==> src/rtl/ppu_pkg.sv <==
// Shared types for the PPU VRAM arbiter: arbitration mode, CPU read FSM states
// and per-cycle bus owner.
package ppu_pkg;

  typedef enum logic {
    ARB_VBLANK,
    ARB_STEAL
  } arb_mode_t;

  typedef enum logic [1:0] {
    RD_IDLE,
    RD_PEND,
    RD_ISSUED
  } rd_state_t;

  typedef enum logic [1:0] {
    GNT_RND,
    GNT_WR,
    GNT_RD
  } grant_t;

endpackage

==> src/rtl/ppu_wr_fifo.sv <==
// Synchronous FIFO buffering CPU {addr,data} writes until the CPU side owns the bus.
// Push is refused while full (registered level), even if a pop happens that cycle.
module ppu_wr_fifo #(
  parameter int unsigned DEPTH = 8,
  parameter int unsigned WIDTH = 24
) (
  input  logic                     clk,
  input  logic                     reset,
  input  logic                     push,
  input  logic [WIDTH-1:0]         wdata,
  input  logic                     pop,
  output logic [WIDTH-1:0]         rdata,
  output logic                     full,
  output logic                     empty,
  output logic [$clog2(DEPTH):0]   level
);

  localparam int unsigned PTR_W = $clog2(DEPTH);
  localparam int unsigned LVL_W = PTR_W + 1;

  logic [WIDTH-1:0] mem [DEPTH];
  logic [PTR_W-1:0] wr_ptr;
  logic [PTR_W-1:0] rd_ptr;
  logic             do_push;
  logic             do_pop;

  assign full    = (level == LVL_W'(DEPTH));
  assign empty   = (level == '0);
  assign do_push = push && !full;
  assign do_pop  = pop && !empty;
  assign rdata   = mem[rd_ptr];

  always_ff @(posedge clk) begin
    if (do_push) mem[wr_ptr] <= wdata;
  end

  always_ff @(posedge clk) begin
    if (reset) begin
      wr_ptr <= '0;
      rd_ptr <= '0;
      level  <= '0;
    end else begin
      if (do_push) wr_ptr <= wr_ptr + PTR_W'(1);
      if (do_pop)  rd_ptr <= rd_ptr + PTR_W'(1);
      if (do_push && !do_pop)      level <= level + LVL_W'(1);
      else if (!do_push && do_pop) level <= level - LVL_W'(1);
    end
  end

endmodule

==> src/rtl/ppu_vram_arbiter.sv <==
// PPU memory-bus arbiter: renderer has absolute priority inside the render window,
// CPU writes are queued in a FIFO and CPU reads are serviced once the FIFO drains.
module ppu_vram_arbiter
  import ppu_pkg::*;
#(
  parameter int unsigned ADDR_W      = 16,
  parameter int unsigned DATA_W      = 8,
  parameter int unsigned FIFO_DEPTH  = 8,
  parameter int unsigned VBLANK_LINE = 281,
  parameter arb_mode_t   MODE        = ARB_VBLANK
) (
  input  logic                          clk,
  input  logic                          reset,
  input  logic                          show_en,
  input  logic [9:0]                    vc,
  input  logic                          rnd_req,
  input  logic [ADDR_W-1:0]             rnd_addr,
  output logic [DATA_W-1:0]             rnd_data,
  input  logic                          cpu_req,
  input  logic                          cpu_we,
  input  logic [ADDR_W-1:0]             cpu_addr,
  input  logic [DATA_W-1:0]             cpu_wdata,
  output logic                          cpu_ready,
  output logic                          cpu_rvalid,
  output logic [DATA_W-1:0]             cpu_rdata,
  output logic [ADDR_W-1:0]             mem_addr,
  output logic                          mem_we,
  output logic [DATA_W-1:0]             mem_wdata,
  input  logic [DATA_W-1:0]             mem_rdata,
  output logic [$clog2(FIFO_DEPTH):0]   fifo_level,
  output logic                          in_window
);

  localparam int unsigned ENT_W    = ADDR_W + DATA_W;
  localparam logic [9:0]  VC_LIMIT = 10'(VBLANK_LINE);

  logic              in_window_q;
  rd_state_t         rd_state;
  logic [ADDR_W-1:0] rd_addr;
  grant_t            gnt;
  logic              rnd_gnt;
  logic              fifo_full;
  logic              fifo_empty;
  logic              push;
  logic              pop;
  logic              rd_accept;
  logic [ENT_W-1:0]  head;

  assign in_window = in_window_q;
  assign rnd_data  = mem_rdata;

  always_ff @(posedge clk) begin
    if (reset) in_window_q <= 1'b0;
    else       in_window_q <= show_en && (vc < VC_LIMIT);
  end

  // Renderer is never stalled; the CPU side only sees cycles the renderer gives up.
  assign rnd_gnt = in_window_q && ((MODE == ARB_VBLANK) || rnd_req);

  always_comb begin
    gnt = GNT_RND;
    if (!rnd_gnt) begin
      if (!fifo_empty)            gnt = GNT_WR;
      else if (rd_state == RD_PEND) gnt = GNT_RD;
    end
  end

  always_comb begin
    mem_addr  = rnd_addr;
    mem_we    = 1'b0;
    mem_wdata = head[DATA_W-1:0];
    case (gnt)
      GNT_WR: begin
        mem_addr = head[ENT_W-1:DATA_W];
        mem_we   = 1'b1;
      end
      GNT_RD:  mem_addr = rd_addr;
      default: ;
    endcase
  end

  // Reads wait for an empty FIFO so they observe every earlier write.
  assign cpu_ready = cpu_we ? !fifo_full : (fifo_empty && (rd_state == RD_IDLE));
  assign push      = cpu_req && cpu_we && !fifo_full;
  assign rd_accept = cpu_req && !cpu_we && fifo_empty && (rd_state == RD_IDLE);
  assign pop       = (gnt == GNT_WR);

  ppu_wr_fifo #(
    .DEPTH (FIFO_DEPTH),
    .WIDTH (ENT_W)
  ) u_fifo (
    .clk   (clk),
    .reset (reset),
    .push  (push),
    .wdata ({cpu_addr, cpu_wdata}),
    .pop   (pop),
    .rdata (head),
    .full  (fifo_full),
    .empty (fifo_empty),
    .level (fifo_level)
  );

  always_ff @(posedge clk) begin
    if (reset) begin
      rd_state   <= RD_IDLE;
      rd_addr    <= '0;
      cpu_rvalid <= 1'b0;
      cpu_rdata  <= '0;
    end else begin
      cpu_rvalid <= 1'b0;
      case (rd_state)
        RD_IDLE: begin
          if (rd_accept) begin
            rd_addr  <= cpu_addr;
            rd_state <= RD_PEND;
          end
        end
        RD_PEND: begin
          if (gnt == GNT_RD) rd_state <= RD_ISSUED;
        end
        RD_ISSUED: begin
          cpu_rdata  <= mem_rdata;
          cpu_rvalid <= 1'b1;
          rd_state   <= RD_IDLE;
        end
        default: rd_state <= RD_IDLE;
      endcase
    end
  end

endmodule

==> config.mk <==
export PLATFORM = sky130hd
export DESIGN_NAME = ppu_vram_arbiter
export DESIGN_NICKNAME = d
export VERILOG_FILES = /design/src/rtl/ppu_pkg.sv /design/src/rtl/ppu_wr_fifo.sv /design/src/rtl/ppu_vram_arbiter.sv
export SDC_FILE = /design/constraint.sdc
export NUM_CORES = 1
export LEC_CHECK = 0
export ABC_AREA = 1
export BUFFER_PORTS_ARGS = -buffer_cell sky130_fd_sc_hd__buf_2
export CAP_MARGIN = 20
export CORE_MARGIN = 10
export CORE_UTILIZATION = 55
export DETAILED_ROUTE_END_ITERATION = 10
export GPL_TIMING_DRIVEN = 0
export PLACE_DENSITY = 0.83
export SYNTH_ARGS = -nofsm -noshare
export SYNTH_HDL_FRONTEND = slang
export SYNTH_SLANG_ARGS = --single-unit
==> constraint.sdc <==
create_clock -name clk -period 5 [get_ports clk]
set_input_delay 1 -clock clk [delete_from_list [all_inputs] [get_ports clk]]
set_output_delay 1 -clock clk [all_outputs]
set_load 0.01 [all_outputs]
==> reports/qor.csv <==
metric;value;unit
status;finished, final reports clean;
Tot Pwr;5750;uW
cell count after synthesis;958;
GRT overflow;0;
RSZ-0062 raised after global routing;no;
Synth Register Bits;233;
Die Width;154;um
cts repair resizes;0;
synthesis-to-layout area growth;16.4;%
fin area;11400;um2
Fmax;294;MHz
core area;17400;um2
first-pass GRT wire length;39700;um
number of diodes;0;
Routed WL per cell;19.4;um
CTS tree;done;
worst-margin pin slew;0.928;ns
antenna violations before repair;1;
1st-pass router iterations;5;
Setup-failing EPs final;0;
WP data arrival;2.40;ns
vias after detailed routing;7498;
ys flop type;edfxtp_1;
WP data required;4.00;ns
worst vdd ir;0.324;mV
multi-input logic area;2610;um2
Crit Path Max Fanout;10;
Static Leakage;0.00473;uW
fin crit share;68.1;%
row count;48;
Yosys top cell by area;edfxtp_1;
slew margin rel.;38.0;%
I/O Pins;112;
Worst Setup Start Kind;flop;
ys async rst share;0;%
initial cell density of the core;56.3;%
R2R Setup Slk;2.50;ns
Die ar.;23600;um2
post-route ant nets;0;
largest cells by area after synthesis;edfxtp_1 59%, nand2_1 8.6%, dfxtp_1 8.4%;
Post CTS Setup Buffer Count;0;
gpl congestion;0.839;
layout cell share with drive strength beyond 1;17.8;%
Global Route Usage Sum;21.0;%
Final #Nets;1164;
Max Slew Vio Count;0;
CTS max path bufs;3;
H-tree levels;1;
detail-routed via count per cell;5.62;
Setup Skew;0.00749;ns
Post-synth EDFFs;192;
distinct cell type count after synthesis;31;
most common cell in the netlist;nand2_1;
largest net degree at the start of global routing;25;
PwrDens;504;nW/um2
vias in the first global route;7518;
Root Driver;clkbuf_16;
critical path type;reg2out;
sequential area share after synthesis;67.1;%
min Tclk post-route;3.40;ns
Die Span Y;154;um
top post-synthesis cells by count;224 x nand2_1, 192 x edfxtp_1, 128 x nor2_1;
Post-route DRC;0;
share of the synthesized area in the top cell type;58.8;%
total CTS buffers;23;
# fillers;1252;
Reg area;6590;um2
Total Neg Setup Slack;0;ns
syn_nets;1028;
class of the worst hold path;reg2reg;
number of max-cap violations;0;
DP HPWL;16300;um
Post-Route WL;25900;um
crit end category;output pin;
worst skew pair latency;0.50;ns
initial drt markers;740;
Clock transition at path regs;0.06;ns
# port buffers;109;
Hold Buf Count CTS;0;
final hold violation count;0;
dpl cell area;10700;um2
TritonCTS Sinks;233;
Synth Cell Area;9810;um2
Mean Syn Cell Area;10.2;um2
Yosys Warn Count;0;
[logic make-up after synthesis]
kind of cell	after synthesis	share of synthesized area, %
buffers and inverters	153	6.80
xor gates and xnor gates	3	0.268
adders and majority gates	6	0.842
AOI/OAI and AO/OA	100	5.46
and+or+nand+nor	463	19.5
DFF	233	67.1
[flip-flops by register name, indices dropped and copies added, names as in the netlist, named ones only]
signal         cells
rd_addr           16
cpu_rdata          8
cpu_rvalid         1
u_fifo.level       4
u_fifo.wr_ptr      3
rd_state           2
in_window          1
u_fifo.rd_ptr      3
u_fifo.mem       192
[critical path, cell delays in order (launching register included)]
cell,delay (ns)
dfxtp_1,0.29
buf_2,0.17
inv_2,0.14
clkbuf_1,0.54
o21ai_0,0.24
o22ai_1,0.18
nand2_1,0.08
nand2_1,0.11
buf_2,0.14
[final cells by class]
| cell class | count | area share [%] |
|---|---|---|
| plain buffers | 54 | 2.55 |
| clock buffers | 29 | 5.33 |
| clock inverters | 11 | 0.680 |
| inverters | 99 | 3.29 |
| multi-input cells | 572 | 22.8 |
| flip-flops and latches | 233 | 57.7 |
| well taps | 225 | 2.47 |
| repair buffers | 111 | 5.15 |
[placed cells by master, fill, tap and decap left out, drive strengths merged, types with 7 or more instances in the layout]
cell type  count
nand2        226
buf          149
inv           97
edfxtp       192
nor2         130
o21ai         76
clkinv        11
nand3        101
o22ai         16
clkbuf        45
a21oi          7
dfxtp         41
[through the flow]
stage          hold slack, ns  utilization [%]  worst slack [ns]  instances
6_report                0.484             65.5              1.60       1334
4_1_cts                 0.487             65.5              1.68       1334
3_3_place_gp            0.462             61.1              1.04       1292
5_1_grt                 0.504             65.5              1.49       1334
2_1_floorplan           0.448                -              2.14        958
3_5_place_dp            0.473             61.6              2.03       1294
[worst paths after layout]
kind	end	start	cells after the start
min reg2reg	rd_addr[7]$_SDFFE_PP0P_	rd_addr[7]$_SDFFE_PP0P_	2
min	rd_addr[7]$_SDFFE_PP0P_	rd_addr[7]$_SDFFE_PP0P_	2
max	mem_wdata[1]	flop	8
max reg2reg	u_fifo.mem[5][4]$_DFFE_PP_	u_fifo.level[0]$_SDFFE_PP0P_	7
[report_power, final]
part	internal, uW	leakage [uW]	switching, uW
Combinational	607	0.00232	1300
Sequential	2190	0.00207	56.4
Clock	909	0.000337	691
[metal layers]
layer / track usage [%] / vias to the layer above / wire (um)
li1: - / 3448 / -
met1: 25.4 / 3502 / 9680
met2: 35.3 / 475 / 12600
met3: 4.88 / 71 / 2900
met4: 8.46 / 2 / 745
met5: 0 / - / 13
Note: power is estimated with default switching activity, not from simulation.
